<file path="config.mk">
export PLATFORM = sky130hd
export DESIGN_NAME = maze_player_ctrl_flat
export DESIGN_NICKNAME = d
export VERILOG_FILES = /design/src/rtl/maze_player_ctrl_if.sv /design/src/rtl/maze_player_ctrl.sv /design/src/flat_wrapper.sv
export SDC_FILE = /design/constraint.sdc
export NUM_CORES = 1
export LEC_CHECK = 0
export ABC_AREA = 1
export CAP_MARGIN = 20
export CORE_MARGIN = 1
export CORE_UTILIZATION = 25
export DETAILED_ROUTE_END_ITERATION = 12
export PLACE_DENSITY = 0.49
export SKIP_LAST_GASP = 1
export SLEW_MARGIN = 10
export SYNTH_ARGS = -nofsm -noshare
export SYNTH_HDL_FRONTEND = slang
export SYNTH_SLANG_ARGS = --single-unit
</file>
<file path="constraint.sdc">
create_clock -name i_clk -period 2.55 [get_ports i_clk]
set_clock_uncertainty 0.15 [all_clocks]
set_input_delay 0.765 -clock i_clk [delete_from_list [all_inputs] [get_ports i_clk]]
set_output_delay 0.765 -clock i_clk [all_outputs]
set_load 0.005 [all_outputs]
</file>
<file path="src/rtl/maze_player_ctrl_if.sv">
// Map-ROM query port between the player controller (master) and the shared map ROM (slave).
// wall_hit answers the query presented on the previous cycle.
interface maze_player_ctrl_if;
  logic [5:0] query_col;
  logic [5:0] query_row;
  logic       query_en;
  logic       wall_hit;

  modport master (
    output query_col,
    output query_row,
    output query_en,
    input  wall_hit
  );

  modport slave (
    input  query_col,
    input  query_row,
    input  query_en,
    output wall_hit
  );
endinterface

</file>
<file path="src/rtl/maze_player_ctrl.sv">
// Player position controller for the STAGE1 maze: key edges -> wall-checked 1-cell sprite moves.
// Optional macro MOVE_HOLD_EN: a held key auto-repeats once the repeat gap has elapsed.
module maze_player_ctrl #(
  parameter int unsigned START_X      = 1,
  parameter int unsigned START_Y      = 1,
  parameter int unsigned GOAL_X       = 36,
  parameter int unsigned MOVE_PERIOD  = 2500000,
  parameter int unsigned REPEAT_TICKS = 12500000
) (
  input  logic               i_clk,
  input  logic               i_rst_n,
  input  logic [3:0]         i_state,
  input  logic               i_key_up,
  input  logic               i_key_down,
  input  logic               i_key_left,
  input  logic               i_key_right,
  maze_player_ctrl_if.master io_map,
  output logic [5:0]         o_player_x,
  output logic [5:0]         o_player_y,
  output logic               o_busy,
  output logic               o_bump,
  output logic               o_goal
);

  localparam logic [3:0] Stage1 = 4'd2;
  localparam logic [5:0] MaxPos = 6'd36;
  localparam logic [5:0] StartX = 6'(START_X);
  localparam logic [5:0] StartY = 6'(START_Y);
  localparam logic [5:0] GoalX  = 6'(GOAL_X);

  typedef enum logic [2:0] {StIdle, StQuery, StWait, StDecide, StCool} fsm_e;
  typedef enum logic [1:0] {DirUp, DirDown, DirLeft, DirRight} dir_e;

  fsm_e        r_fsm;
  dir_e        r_dir;
  logic [3:0]  r_key_sync;  // {up, down, left, right}
  logic [3:0]  r_key_prev;
  logic [3:0]  r_state_prev;
  logic [1:0]  r_idx;
  logic        r_hit;
  logic [31:0] r_cnt;
  logic [5:0]  r_x;
  logic [5:0]  r_y;
  logic [5:0]  r_qcol;
  logic [5:0]  r_qrow;
  logic        r_qen;
  logic        r_busy;
  logic        r_bump;
  logic        r_goal;

  logic [3:0]  w_edge;
  logic [3:0]  w_req_keys;
  logic        w_req;
  dir_e        w_req_dir;
  logic        w_blocked;
  logic        w_in_stage;
  logic        w_entry;
  logic        w_start;
  logic        w_cool_done;
  logic [11:0] w_first_q;
  logic [11:0] w_next_q;
  logic [5:0]  w_new_x;
  logic [5:0]  w_new_y;

  // Leading-edge cell of the 4x4 sprite for query slot idx, packed as {col, row}.
  function automatic logic [11:0] q_coord(input dir_e dir, input logic [5:0] x,
                                          input logic [5:0] y, input logic [1:0] idx);
    logic [5:0] ofs;
    ofs = {4'd0, idx};
    case (dir)
      DirUp:    q_coord = {x + ofs, y - 6'd1};
      DirDown:  q_coord = {x + ofs, y + 6'd4};
      DirLeft:  q_coord = {x - 6'd1, y + ofs};
      default:  q_coord = {x + 6'd4, y + ofs};
    endcase
  endfunction

  assign w_edge      = r_key_sync & ~r_key_prev;
  assign w_in_stage  = (i_state == Stage1);
  assign w_entry     = w_in_stage && (r_state_prev != Stage1);
  assign w_req       = |w_req_keys;
  assign w_start     = w_in_stage && !w_entry && (r_fsm == StIdle) && w_req;
  assign w_cool_done = (r_cnt + 32'd1) >= 32'(MOVE_PERIOD);
  assign w_first_q   = q_coord(w_req_dir, r_x, r_y, 2'd0);
  assign w_next_q    = q_coord(r_dir, r_x, r_y, r_idx + 2'd1);

`ifdef MOVE_HOLD_EN
  localparam int unsigned MinGap    = 7 + MOVE_PERIOD;
  localparam logic [31:0] RepeatGap = 32'((REPEAT_TICKS > MinGap) ? REPEAT_TICKS : MinGap);

  // Cycles since the last accepted request; saturates so long holds stay valid.
  logic [31:0] r_rep_cnt;

  always_ff @(posedge i_clk) begin
    if (!i_rst_n || w_entry) begin
      r_rep_cnt <= '0;
    end else if (w_start) begin
      r_rep_cnt <= '0;
    end else if (r_rep_cnt != '1) begin
      r_rep_cnt <= r_rep_cnt + 32'd1;
    end
  end

  assign w_req_keys = w_edge | ((r_rep_cnt >= RepeatGap) ? r_key_sync : 4'b0000);
`else
  logic w_unused_rep;
  assign w_unused_rep = ^{32'(REPEAT_TICKS)};
  assign w_req_keys   = w_edge;
`endif

  always_comb begin
    w_req_dir = DirRight;
    if (w_req_keys[3]) begin
      w_req_dir = DirUp;
    end else if (w_req_keys[2]) begin
      w_req_dir = DirDown;
    end else if (w_req_keys[1]) begin
      w_req_dir = DirLeft;
    end
  end

  always_comb begin
    w_blocked = 1'b0;
    unique case (w_req_dir)
      DirUp:    w_blocked = (r_y == 6'd0);
      DirDown:  w_blocked = (r_y == MaxPos);
      DirLeft:  w_blocked = (r_x == 6'd0);
      DirRight: w_blocked = (r_x == MaxPos);
    endcase
  end

  always_comb begin
    w_new_x = r_x;
    w_new_y = r_y;
    unique case (r_dir)
      DirUp:    w_new_y = r_y - 6'd1;
      DirDown:  w_new_y = r_y + 6'd1;
      DirLeft:  w_new_x = r_x - 6'd1;
      DirRight: w_new_x = r_x + 6'd1;
    endcase
  end

  always_ff @(posedge i_clk) begin
    if (!i_rst_n) begin
      r_fsm        <= StIdle;
      r_dir        <= DirUp;
      r_key_sync   <= '0;
      r_key_prev   <= '0;
      r_state_prev <= '0;
      r_idx        <= '0;
      r_hit        <= 1'b0;
      r_cnt        <= '0;
      r_x          <= StartX;
      r_y          <= StartY;
      r_qcol       <= '0;
      r_qrow       <= '0;
      r_qen        <= 1'b0;
      r_busy       <= 1'b0;
      r_bump       <= 1'b0;
      r_goal       <= 1'b0;
    end else begin
      r_key_sync   <= {i_key_up, i_key_down, i_key_left, i_key_right};
      r_key_prev   <= r_key_sync;
      r_state_prev <= i_state;
      r_bump       <= 1'b0;
      r_goal       <= 1'b0;
      if (!w_in_stage || w_entry) begin
        // Abort or stage entry: drop any move in flight without pulses.
        r_fsm  <= StIdle;
        r_idx  <= '0;
        r_hit  <= 1'b0;
        r_cnt  <= '0;
        r_qcol <= '0;
        r_qrow <= '0;
        r_qen  <= 1'b0;
        r_busy <= 1'b0;
        if (w_entry) begin
          r_x <= StartX;
          r_y <= StartY;
        end
      end else begin
        unique case (r_fsm)
          StIdle: begin
            if (w_req) begin
              r_dir  <= w_req_dir;
              r_busy <= 1'b1;
              r_idx  <= '0;
              r_hit  <= 1'b0;
              r_cnt  <= '0;
              if (w_blocked) begin
                r_fsm  <= StCool;
                r_bump <= 1'b1;
              end else begin
                r_fsm            <= StQuery;
                r_qen            <= 1'b1;
                {r_qcol, r_qrow} <= w_first_q;
              end
            end
          end
          StQuery: begin
            // The response seen during slot 0 belongs to no query of this move.
            if (r_idx != 2'd0) begin
              r_hit <= r_hit | io_map.wall_hit;
            end
            if (r_idx == 2'd3) begin
              r_fsm  <= StWait;
              r_qen  <= 1'b0;
              r_qcol <= '0;
              r_qrow <= '0;
            end else begin
              r_idx            <= r_idx + 2'd1;
              {r_qcol, r_qrow} <= w_next_q;
            end
          end
          StWait: begin
            r_hit <= r_hit | io_map.wall_hit;
            r_fsm <= StDecide;
          end
          StDecide: begin
            if (r_hit) begin
              r_bump <= 1'b1;
            end else begin
              r_x    <= w_new_x;
              r_y    <= w_new_y;
              r_goal <= (w_new_x == GoalX);
            end
            r_cnt <= '0;
            r_fsm <= StCool;
          end
          StCool: begin
            if (w_cool_done) begin
              r_fsm  <= StIdle;
              r_busy <= 1'b0;
              r_cnt  <= '0;
            end else begin
              r_cnt <= r_cnt + 32'd1;
            end
          end
          default: begin
            r_fsm  <= StIdle;
            r_busy <= 1'b0;
            r_qen  <= 1'b0;
          end
        endcase
      end
    end
  end

  assign io_map.query_col = r_qcol;
  assign io_map.query_row = r_qrow;
  assign io_map.query_en  = r_qen;
  assign o_player_x       = r_x;
  assign o_player_y       = r_y;
  assign o_busy           = r_busy;
  assign o_bump           = r_bump;
  assign o_goal           = r_goal;

endmodule
</file>
<file path="src/flat_wrapper.sv">
// flat-port wrapper written by rule: the top's interface ports become plain ports
module maze_player_ctrl_flat 
#(
  parameter int unsigned START_X      = 1,
  parameter int unsigned START_Y      = 1,
  parameter int unsigned GOAL_X       = 36,
  parameter int unsigned MOVE_PERIOD  = 2500000,
  parameter int unsigned REPEAT_TICKS = 12500000
)
  (i_clk, i_rst_n, i_state, i_key_up, i_key_down, i_key_left, i_key_right, o_player_x, o_player_y, o_busy, o_bump, o_goal, io_map_query_col, io_map_query_row, io_map_query_en, io_map_wall_hit);
  maze_player_ctrl_if io_map_i ();
  input  logic i_clk;
  input  logic i_rst_n;
  input  logic [3:0] i_state;
  input  logic i_key_up;
  input  logic i_key_down;
  input  logic i_key_left;
  input  logic i_key_right;
  output logic [5:0] o_player_x;
  output logic [5:0] o_player_y;
  output logic o_busy;
  output logic o_bump;
  output logic o_goal;
  output wire logic [$bits(io_map_i.query_col)-1:0] io_map_query_col;
  output wire logic [$bits(io_map_i.query_row)-1:0] io_map_query_row;
  output wire logic [$bits(io_map_i.query_en)-1:0] io_map_query_en;
  input wire logic [$bits(io_map_i.wall_hit)-1:0] io_map_wall_hit;
  assign io_map_query_col = io_map_i.query_col;
  assign io_map_query_row = io_map_i.query_row;
  assign io_map_query_en = io_map_i.query_en;
  assign io_map_i.wall_hit = io_map_wall_hit;
  maze_player_ctrl #(.START_X(START_X), .START_Y(START_Y), .GOAL_X(GOAL_X), .MOVE_PERIOD(MOVE_PERIOD), .REPEAT_TICKS(REPEAT_TICKS)) u_core (.i_clk(i_clk), .i_rst_n(i_rst_n), .i_state(i_state), .i_key_up(i_key_up), .i_key_down(i_key_down), .i_key_left(i_key_left), .i_key_right(i_key_right), .io_map(io_map_i), .o_player_x(o_player_x), .o_player_y(o_player_y), .o_busy(o_busy), .o_bump(o_bump), .o_goal(o_goal));
endmodule
</file>
==> impl_metrics.yaml, run 1 <==
status:
  outcome: "complete, no violations"
worst_setup_path:
  setup.reg_to_reg.worst_slack_ns: 0.15
  reg2regPathDepth: 15
  cp_slowest_cell: "sky130_fd_sc_hd__dfxtp_2"
  worst-endpoint-arrival_ns: 2.54
  cpMostUsedCell: "sky130_fd_sc_hd__nand2_1"
  count_of_buffering_cells_on_the_critical_path_with_inverters_included: 2
  crit_type: "reg -> reg"
  required_ns: 2.69
  worst_path_largest_cell_delay_ns: 0.36
  crit_family: "simple AND/OR/NAND/NOR gates"
  timing.critical_path.from_type: "flip-flop"
  worst_r2r_startpoint: "u_core.r_cnt[5]$_SDFFE_PP0P_"
  r2r_end: "u_core.r_cnt[6]$_SDFFE_PP0P_"
  crit_chain: "nand2_1 -> nor2_1 -> nand2_1 -> nor2_4 -> nand3_1 -> nand2_1 -> nand2_1 -> nand2_1 -> nand3b_1 -> nor3_4 -> buf_6 -> nand2_4 -> o22ai_1 -> inv_1 -> nor2_1"
  worstSetupEndpointType: "flip-flop"
  crit_path_max_fanout: 7
flow_run:
  cap_violations: 0
route:
  wire_per_inst_um: 13.7
  first_pass_iters: 5
  drt_wl_total_um: 16200
  drt-initial-drc-count: 378
  detail-route-antenna-nets: 0
  detail_route.vias_per_cell: 4.61
  vias: 5456
  drt_drc_violations_left: 0
floorplanning:
  die-height_um: 147
  die_width_um: 147
  placement_rows: 52
  design.die.area_um2: 21600
  initial_utilization_pct: 25.7
  coreArea_um2: 20400
  io-pin-count: 39
clock_network:
  cts_max_path_buffers: 2
  cts_tree: "done"
  cts.sinks: 80
  cts.root.buffer_cell: "sky130_fd_sc_hd__clkbuf_16"
  path_clk_slew_ns: 0.06
  clk-insertion-delay-late_ns: 0.35
  cts-buffers-inserted: 9
  h-tree-depth: 3
final_layout:
  post-route-cell-area_um2: 6980
  fillers: 2285
  drive_above_1_share_pct: 16.6
  synthToLayoutAreaGrowth_pct: 32.8
  diodes: 0
  layout.nets: 937
timing:
  finalHoldViolations: 0
  worstMarginPinSlew_ns: 0.579
  maxSlewViolCount: 0
  fmax_ghz: 0.416
  max-slew-margin-rel_pct: 61.4
  timing.final.setup_violations: 0
  finalCritPeriodShare_pct: 94.3
  finalWorstPathRequiredPeriod_ns: 2.40
global_routing:
  wire_length_of_the_first_global_routing_pass_um: 26600
  grt_start_max_net_pins: 23
  grt_usage_pct: 15.6
  via_count_of_the_first_global_routing_pass: 5257
  number_of_antenna_violations_at_the_first_check_in_global_routing: 0
  gr-total-overflow: 0
placed_design:
  io_buffer_count: 38
  half_perimeter_wire_length_of_the_detailed_placement_result_um: 12600
  placement.cell_area_um2: 6340
  gpl.final_weighted_congestion: 0.854
worst_hold_path:
  min_from: "u_core.r_key_sync[2]$_SDFF_PN0_"
  min-delay-path-class: "reg -> reg"
  min_delay_path_depth: 2
  hold_end: "u_core.r_key_prev[2]$_SDFF_PN0_"
yosys:
  ys_seq_elements: 80
  synth.yosys.warnings: 0
  synth.avg_cell_area_um2: 6.40
  syn_area_um2: 5250
  yosysSeqAreaShare_pct: 30.5
  synth.distinct_cells: 45
  synth_edf_count: 0
  synth-async-reset-ratio_pct: 0
  postSynthCellCount: 821
  synth_flop_cell: "sky130_fd_sc_hd__dfxtp_1"
  syn_nets: 849
power_and_ir_drop:
  total_leakage_power_nw: 2.64
  post-layout-total-power_mw: 3.24
  p_per_area_nw_per_um2: 464
  peakVddDrop_uv: 295
[how the worst max path moves through the flow]
stage | start | endpoint | cells after the start
6_report | u_core.r_cnt[5]$_SDFFE_PP0P_ | u_core.r_cnt[6]$_SDFFE_PP0P_ | 15
5_1_grt | u_core.r_cnt[12]$_SDFFE_PP0P_ | u_core.r_fsm[2]$_SDFFE_PP0P_ | 16
4_1_cts | u_core.r_cnt[12]$_SDFFE_PP0P_ | u_core.r_cnt[11]$_SDFFE_PP0P_ | 13
3_5_place_dp | i_state[1] | u_core.io_map.query_row[4]$_SDFFE_PP0P_ | 10
3_3_place_gp | i_state[1] | u_core.io_map.query_col[1]$_SDFFE_PP0P_ | 10
2_1_floorplan | i_state[0] | u_core.io_map.query_col[0]$_SDFFE_PP0P_ | 8
[cell families after synthesis]
family                     Yosys count  synth area share, %
adders and majority gates           17                 4.33
and+or+nand+nor                    416                 33.9
DFF                                 80                 30.5
buffers and inverters              144                 10.6
AOI/OAI and AO/OA                  136                 16.0
xor gates and xnor gates            28                 4.67
[placed cells by master (no fill, tap or decap), drive strengths merged, types with 3 or more instances in the layout]
cell / n
clkinv: 5
o211ai: 10
a311oi: 8
buf: 63
clkdlybuf4s50: 38
xnor2: 6
a211oi: 4
nand3: 46
nor2: 103
a31oi: 3
a221oi: 4
or2: 6
o22ai: 9
xor2: 22
ha: 15
a21oi: 50
o221ai: 8
nand4: 12
clkbuf: 9
nand2: 222
dfxtp: 80
bufinv: 5
o21ai: 30
nor3: 24
inv: 116
[layout make-up]
type	instances	area (um2)	share of cell area (%)
sequential	80	1630	23.3
multi-input combinational	598	3270	46.9
clock buffer	9	225	3.23
timing repair buffer	101	898	12.9
tap	270	338	4.84
inverter	119	447	6.40
clock inverter	7	168	2.40
[metrics by stage]
step / util (%) / hold WS [ns] / worst slack, ns / TNS, ns / cells
2_1_floorplan: - / 0.257 / 0.143 / 0 / 821
3_3_place_gp: 31.0 / 0.262 / -0.272 / -11.59 / 1163
3_5_place_dp: 31.0 / 0.269 / -0.281 / -10.75 / 1163
4_1_cts: 33.0 / 0.280 / 0.0175 / 0 / 1179
5_1_grt: 34.1 / 0.292 / -0.00391 / -0.00391 / 1184
6_report: 34.1 / 0.274 / 0.146 / 0 / 1184
[state kept, by name, indices dropped and copies added (netlist names)]
| signal | flops |
|---|---|
| u_core.r_cnt | 32 |
| u_core.io_map.query_col | 6 |
| u_core.io_map.query_row | 6 |
| u_core.o_player_x | 6 |
| u_core.o_player_y | 6 |
| u_core.r_key_prev | 4 |
| u_core.r_key_sync | 4 |
| u_core.r_state_prev | 4 |
| u_core.r_fsm | 3 |
| u_core.r_dir | 2 |
| u_core.r_idx | 2 |
| u_core.io_map.query_en | 1 |
| u_core.o_bump | 1 |
| u_core.o_busy | 1 |
| u_core.o_goal | 1 |
| u_core.r_hit | 1 |
[metal layers]
metal	wire (um)	global-route usage, %
met3	640	3.42
met1	7670	19.9
met2	7720	26.3
met4	192	4.23
met5	0	0
[Yosys cell counts (6+ instances only)]
master | n | share of area (%)
sky130_fd_sc_hd__a21oi_1 | 50 | 4.8
sky130_fd_sc_hd__a311oi_1 | 8 | 1.3
sky130_fd_sc_hd__buf_2 | 6 | 0.57
sky130_fd_sc_hd__clkbuf_1 | 16 | 1.1
sky130_fd_sc_hd__dfxtp_1 | 80 | 30
sky130_fd_sc_hd__ha_1 | 15 | 3.6
sky130_fd_sc_hd__inv_1 | 112 | 8.0
sky130_fd_sc_hd__nand2_1 | 215 | 15
sky130_fd_sc_hd__nand2_2 | 6 | 0.71
sky130_fd_sc_hd__nand3_1 | 46 | 4.4
sky130_fd_sc_hd__nand4_1 | 12 | 1.4
sky130_fd_sc_hd__nor2_1 | 91 | 6.5
sky130_fd_sc_hd__nor2_2 | 9 | 1.1
sky130_fd_sc_hd__nor3_1 | 22 | 2.1
sky130_fd_sc_hd__o211ai_1 | 10 | 1.4
sky130_fd_sc_hd__o21ai_0 | 28 | 2.7
sky130_fd_sc_hd__o221ai_1 | 8 | 1.3
sky130_fd_sc_hd__o22ai_1 | 9 | 1.1
sky130_fd_sc_hd__xnor2_1 | 6 | 1.0
sky130_fd_sc_hd__xor2_1 | 22 | 3.7
[tightest hold or removal path: cells and delay by family, from the launching register on]
kind / cells / cell delay, ns
DFF: 1 / 0.31
and+or+nand+nor: 1 / 0.05
buffers and inverters: 1 / 0.03
[report_power, final]
| group | switching [mW] | leakage (nW) | internal, mW |
|---|---|---|---|
| Sequential | 0.00591 | 0.657 | 1.26 |
| Clock | 0.572 | 0.190 | 1.16 |
| Combinational | 0.147 | 1.80 | 0.0934 |
[what timing repair did]
item,CTS,global route
buffers inserted,0,4
hold buffers,0,0
endpoints found under the setup margin,5,57
resized for setup,2,60
gates cloned,0,1
pin swaps,0,12
Power figures use the tool's default switching activity.
==> run 2, diff against run 1 <==
GPL_ROUTABILITY_DRIVEN = 0   (was default)
==> results of run 2 <==
Final layout, timing and power as in run 1 (identical DEF).
